--- config.mk ---
export PLATFORM = sky130hd
export DESIGN_NAME = ir_fetch
export DESIGN_NICKNAME = d
export VERILOG_FILES = /design/src/rtl/ir_fetch.sv
export SDC_FILE = /design/constraint.sdc
export NUM_CORES = 1
export LEC_CHECK = 0
export CAP_MARGIN = 10
export CORE_ASPECT_RATIO = 0.5
export CORE_MARGIN = 5
export CORE_UTILIZATION = 30
export DETAILED_ROUTE_END_ITERATION = 7
export PLACE_DENSITY = 0.6
export SETUP_SLACK_MARGIN = 0.02
export SYNTH_ARGS = -nofsm -noshare
export SYNTH_HDL_FRONTEND = slang
export SYNTH_SLANG_ARGS = --single-unit
--- constraint.sdc ---
create_clock -name clk -period 8.2 [get_ports clk]
set_input_delay 1.64 -clock clk [delete_from_list [all_inputs] [get_ports clk]]
set_output_delay 1.64 -clock clk [all_outputs]
set_load 0.03 [all_outputs]
--- src/rtl/ir_fetch.sv ---
// Instruction fetch front end: credit-limited in-order fetch into a 2-entry
// {word, pc} buffer, with redirect flush and stale-response dropping.
module ir_fetch #(
  parameter int                  IR_WIDTH = 32,
  parameter logic [IR_WIDTH-1:0] RESET_PC = IR_WIDTH'(32'h0000_0000)
) (
  input  logic                clk,
  input  logic                rst,
  output logic                imem_req_valid,
  input  logic                imem_req_ready,
  output logic [IR_WIDTH-1:0] imem_addr,
  input  logic                imem_rsp_valid,
  input  logic [IR_WIDTH-1:0] imem_rsp_data,
  input  logic                redirect_valid,
  input  logic [IR_WIDTH-1:0] redirect_pc,
  input  logic                stall,
  output logic [IR_WIDTH-1:0] ir,
  output logic [IR_WIDTH-1:0] ir_pc,
  output logic                ir_valid
);

  typedef struct packed {
    logic [IR_WIDTH-1:0] word;
    logic [IR_WIDTH-1:0] pc;
  } entry_t;

  localparam logic [IR_WIDTH-1:0] ALIGN_MASK = ~IR_WIDTH'(3);
  localparam logic [IR_WIDTH-1:0] PC_INIT    = RESET_PC & ALIGN_MASK;
  localparam logic [IR_WIDTH-1:0] STEP       = IR_WIDTH'(4);
  localparam logic [IR_WIDTH-1:0] NOP        = IR_WIDTH'(32'h0000_0013);

  logic [IR_WIDTH-1:0] pc, rsp_pc, redir_pc;
  entry_t              buf_q [2];
  logic                wr_ptr, rd_ptr;
  logic [1:0]          count, inflight, drop, inflight_nxt;
  logic                accept, rsp_dec, push, pop;

  // Credit covers both outstanding requests and buffered words, so a
  // returning response always has a slot, even one that is later dropped.
  assign imem_req_valid = !rst && !redirect_valid &&
                          (({1'b0, inflight} + {1'b0, count}) < 3'd2);
  assign accept         = imem_req_valid && imem_req_ready;
  assign imem_addr      = pc;
  assign redir_pc       = redirect_pc & ALIGN_MASK;

  assign rsp_dec      = imem_rsp_valid && (inflight != 2'd0);
  assign inflight_nxt = inflight + {1'b0, accept} - {1'b0, rsp_dec};
  assign push         = imem_rsp_valid && (drop == 2'd0) && !redirect_valid;
  assign pop          = ir_valid && !stall && !redirect_valid;

  assign ir_valid = (count != 2'd0);
  assign ir       = ir_valid ? buf_q[rd_ptr].word : NOP;
  assign ir_pc    = ir_valid ? buf_q[rd_ptr].pc   : '0;

  always_ff @(posedge clk or posedge rst) begin
    if (rst) begin
      pc       <= PC_INIT;
      rsp_pc   <= PC_INIT;
      buf_q[0] <= '0;
      buf_q[1] <= '0;
      wr_ptr   <= 1'b0;
      rd_ptr   <= 1'b0;
      count    <= 2'd0;
      inflight <= 2'd0;
      drop     <= 2'd0;
    end else begin
      inflight <= inflight_nxt;
      if (redirect_valid) begin
        // Everything still outstanding after this cycle belongs to the old stream.
        pc     <= redir_pc;
        rsp_pc <= redir_pc;
        wr_ptr <= 1'b0;
        rd_ptr <= 1'b0;
        count  <= 2'd0;
        drop   <= inflight_nxt;
      end else begin
        if (accept) pc <= pc + STEP;
        if (imem_rsp_valid && (drop != 2'd0)) drop <= drop - 2'd1;
        if (push) begin
          buf_q[wr_ptr] <= '{word: imem_rsp_data, pc: rsp_pc};
          wr_ptr        <= ~wr_ptr;
          rsp_pc        <= rsp_pc + STEP;
        end
        if (pop) rd_ptr <= ~rd_ptr;
        count <= count + {1'b0, push} - {1'b0, pop};
      end
    end
  end

endmodule

; Word-level counts from Yosys, hierarchy flattened
; Index checks and enable logic that the tools add are counted.
[word_totals]
inputBits = 70
out_inout_bits = 98
romBits = 0
regBits = 200
latch_bits = 0
ramBits = 0
mem_count = 0
[op_classes]
bitwise_logic = 5
mul = 0
n_reduce_logical = 22
eq_ne = 0
mux = 19
n_lt_le_gt_ge = 4
shift = 0
addsub = 8
div_mod_pow = 0
[ops]
columns = cell, n
row1 = $mux W64, 4
row2 = $mux W32, 6
row3 = $bwmux W128, 1
row4 = $add A32 B3 Y32 const B, 2
row5 = $demux W64 S1, 1
row6 = $reduce_bool A2 Y1, 7
row7 = $logic_and A1 B1 Y1, 10
row8 = $mux W2, 3
row9 = $add A2 B1 Y2, 2
row10 = $ge A2 B2 Y1 const B, 2
row11 = $mux W1, 4
row12 = $not A1 Y2, 2
row13 = $sub A2 B1 Y2, 2
row14 = $add A2 B2 Y3, 1
row15 = $logic_not A1 Y1, 3
row16 = $lt A3 B2 Y1 const B, 1
row17 = $not A1 Y1, 3
row18 = $logic_not A2 Y1, 1
row19 = $lt A2 B1 Y1 const B, 1
row20 = $reduce_and A2 Y1, 1
row21 = $sub A2 B1 Y2 const B, 1

; Depth between registers and ports, before layout
[depth]
ltp_word = 7
ltp_mapped = 12
mapped_depth_nobuf = 11

; Worst setup path before layout
; No wires, ideal clock.
[synth_path]
path_kind = input -> output
start = input redirect_valid
end = output imem_req_valid
path_slack_ns = 3.566
required_ns = 6.560
stages = 3
path_buffers = 2
t_arrival_ns = 2.994
path_cell_list = clkbuf_1 buf_1 nor4_1
[synth_between]
elab_chain_len = 3
[synth_lines]
columns = item, line_no
row1 = "start, declared", 14  ; input logic redirect_valid,
row2 = $logic_not A1 Y1, 40  ; assign imem_req_valid = !rst && !redirect_valid &&
row3 = $logic_and A1 B1 Y1 (2 in a row), 40
row4 = "end, declared", 9  ; output logic imem_req_valid,
; No other way between the ends.

; Final worst setup path
; Ends and elaborated chain as after synthesis.

==> summary.txt <==
Setup path
  • Crit-path cells: clkdlybuf4s50_1 > buf_4 > nor4_1 > clkdlybuf4s50_1
  • CP startpoint kind: input port
  • CP max stage cell: clkdlybuf4s50_1
  • Crit-path max FO: 41
  • Kind of critical path: input port to primary output
  • CP Capture Type: primary output
  • WP data arrival: 3310 ps
  • WP data required: 6560 ps
  • Critical Path Most Common Cell: clkdlybuf4s50_1
  • Max incr delay on CP: 730 ps

GRT
  • Initial antenna violation count: 0
  • Vias in the first global route: 6969
  • Final global-route overflow total: 0
  • Largest net degree at the start of global routing: 139
  • First-pass GRT wire length: 39800 um
  • Total Routing Usage GR: between 10 and 15%

Detailed routing
  • Vias per cell: between 4 and 5
  • DRC errors left: 0
  • DRT iter0 DRCs: 401
  • WL per Instance: 17.8 um
  • Top sig layer: met4
  • Final wirelength: between 20000 and 30000 um
  • Final ANT Viol Nets: 0
  • DRT met1 WL: 11000 um
  • Routed wl met3: 958 um
  • Vias: roughly 7100
  • Met2 wire len: 13000 um
  • Number of detailed-route iterations in the first pass: 5

STA
  • Part of the cycle the worst path needs: 60.4%
  • Final setup violation count: 0
  • Slew Limit Fails: 0
  • Worst hold slack: 499 ps
  • Top achievable clock speed: 202 MHz
  • Skew final: 11.8 ps
  • Slew HR: between 20% and 30%
  • Setup Total Neg Slack: 0 ps
  • Final Hold Fails: 0
  • RSZ-0062 raised after global routing: false
  • Min Tclk post-route: 4950 ps
  • Worst slew pin tran: 1140 ps

Yosys
  • Syn Area/Cell: 11.3 sq um
  • Top_reg_cell synth: dfrtp_1
  • Synth area leader: dfrtp_1
  • Number of synthesized flops with an enable pin: 0
  • Synth area leaders: dfrtp_1 (51%), mux2_2 (16%), mux2i_1 (6.6%), nor2_1 (3.7%), a31oi_1 (1.6%)
  • Yosys reg bits: 192
  • Synth Warn #: 0
  • Ys async rst share: 100%
  • Post-synthesis sequential area ratio: 50.5%
  • Netlist cell types: 47
  • Cell Area, Synth: between 0.009 and 0.01 sq mm
  • Synth top area share: 50.5%
  • Cell count after synthesis: 842

Cells and area
  • Fillers: 3055
  • N_diodes: 0
  • Layout cell share with drive strength beyond 1: 18.2%
  • Multi-input gate area: ~0.0045 sq mm
  • P&R area growth vs syn: 27.7%
  • Final Instance Count excl. Fillers: 1424
  • Seq. cell area: just under 0.005 sq mm
  • Fin nets: 1057

Clock network
  • Clk sinks: 192
  • Worst-Skew Late Latency: 440 ps
  • CTS root buffer: clkbuf_16
  • Number of CTS-inserted buffers: 17
  • Clk buf depth: 2
  • CTS Hold Bufs: 0
  • H-tree lvl count: 4
  • Resize count post-CTS: 0
  • CTS tree: built
  • Post-CTS setup buffer count: 0
  • CTS clock-pin slew for the worst setup and hold paths: 70 ps

Floorplan
  • Die width: between 200 and 300 um
  • Die height: between 100 and 150 um
  • Ports: 168
  • Die area: 0.0356 sq mm
  • Initial core utilization: 30.2%
  • Row cnt: 46
  • CORE AREA: 0.0315 sq mm

Pwr
  • Power Total: 0.00366 W
  • Static Leak: 4.74 nW
  • Power Dens Cells: 301 mW/mm^2
  • Maximum VDD drop: 0.148 mV

Place
  • Final GP Congestion: between 0.8 and 0.9
  • Hpwl dp: 17800 um
  • IO buf count: 161
  • Placed insts: between 1000 and 1500

Min path
  • Hold crit path type: flip-flop to flip-flop

Run
  • Max_cap viols: 0

Run status
  • Status: complete, no violations
[placed cells by master (no fill, tap or decap), types with 14 or more instances in the layout]
cell             instances
dfrtp_1                191
clkdlybuf4s50_1        161
mux2_2                 135
nor2_1                  91
mux2i_1                 63
nand2_1                 36
a31oi_1                 24
or4_1                   20
xnor2_1                 17
clkbuf_16               17
nand3_1                 16
nand4_1                 16
o31ai_1                 16
nor3_1                  15
o21ai_0                 15
nor4_1                  14
[synth_stat cells, drive strengths merged, types with 13 or more instances]
master	count
nand4	16
o21ai	15
nand2	36
or4	20
clkbuf	38
and4	13
o31ai	16
mux2	135
nand3	16
dfrtp	192
nor3	15
mux2i	63
nor4	14
a31oi	24
buf	16
xnor2	17
nor2	93
[through the flow]
step,worst slack (ps),util [%],instance area [sq um]
2_1_floorplan,1330,-,9520
3_3_place_gp,3210,36.6,11500
6_report,3250,38.6,12100
4_1_cts,3230,38.6,12100
5_1_grt,3140,38.6,12100
3_5_place_dp,3170,36.6,11500
[registers in the layout, summed over array words and instances (netlist names)]
signal	cells
count	2
rd_ptr	1
buf_q	124
inflight	2
imem_addr	30
rsp_pc	30
drop	2
wr_ptr	1
[metal layers]
metal	GRT usage, %	up-vias
met3	2.90	24
met5	0	-
li1	-	3343
met1	18.5	3598
met4	4.46	0
met2	24.1	146
[final cells by class]
type | count | area share [%]
clock buffer | 19 | 3.65
clock inverter | 13 | 1.41
inverter | 10 | 0.371
multi-input combinational | 589 | 36.8
sequential | 192 | 39.6
tap | 432 | 4.45
timing repair buffer | 169 | 13.8
[worst paths after layout]
path / startpoint / endpoint / slack (ps) / depth (start not counted)
hold / removal: buf_q[23] / buf_q[23] / 500 / 2
setup reg to reg: count[0] / imem_addr[31] / 4680 / 6
min in group asynchronous: rst / imem_addr[29] / 1860 / 2
hold reg to reg: buf_q[23] / buf_q[23] / 500 / 2
setup / recovery: redirect_valid / imem_req_valid / 3250 / 4
max in group asynchronous: rst / rd_ptr / 5050 / 3
[worst max-delay path: cells and delay by family]
kind / cells / cell delay [ps]
simple gates: 1 / 260
buf+inv: 3 / 1410
[power breakdown]
| part | switching (W) | internal [W] | leakage, nW |
|---|---|---|---|
| Combinational | 0.000668 | 0.000639 | 2.12 |
| Clock | 0.000397 | 0.000470 | 0.293 |
| Sequential | 0.000216 | 0.00127 | 2.32 |
| Total | 0.00128 | 0.00238 | 4.74 |
[cell families (layout without fill, tap and decap cells)]
family                   after synthesis  in the layout  synth area share (%)
AND/OR/NAND/NOR                      262            262                  14.2
multiplexers                         198            198                  22.6
flip-flops                           192            192                  50.5
AO/OA/AOI/OAI                         93             93                  6.47
buffers and inverters                 64            211                  2.78
XOR/XNOR                              24             24                  2.21
adder cells (fa/ha/maj)                8              8                  1.13
other                                  1              4                0.0394
(Power assumes the default switching activity.)
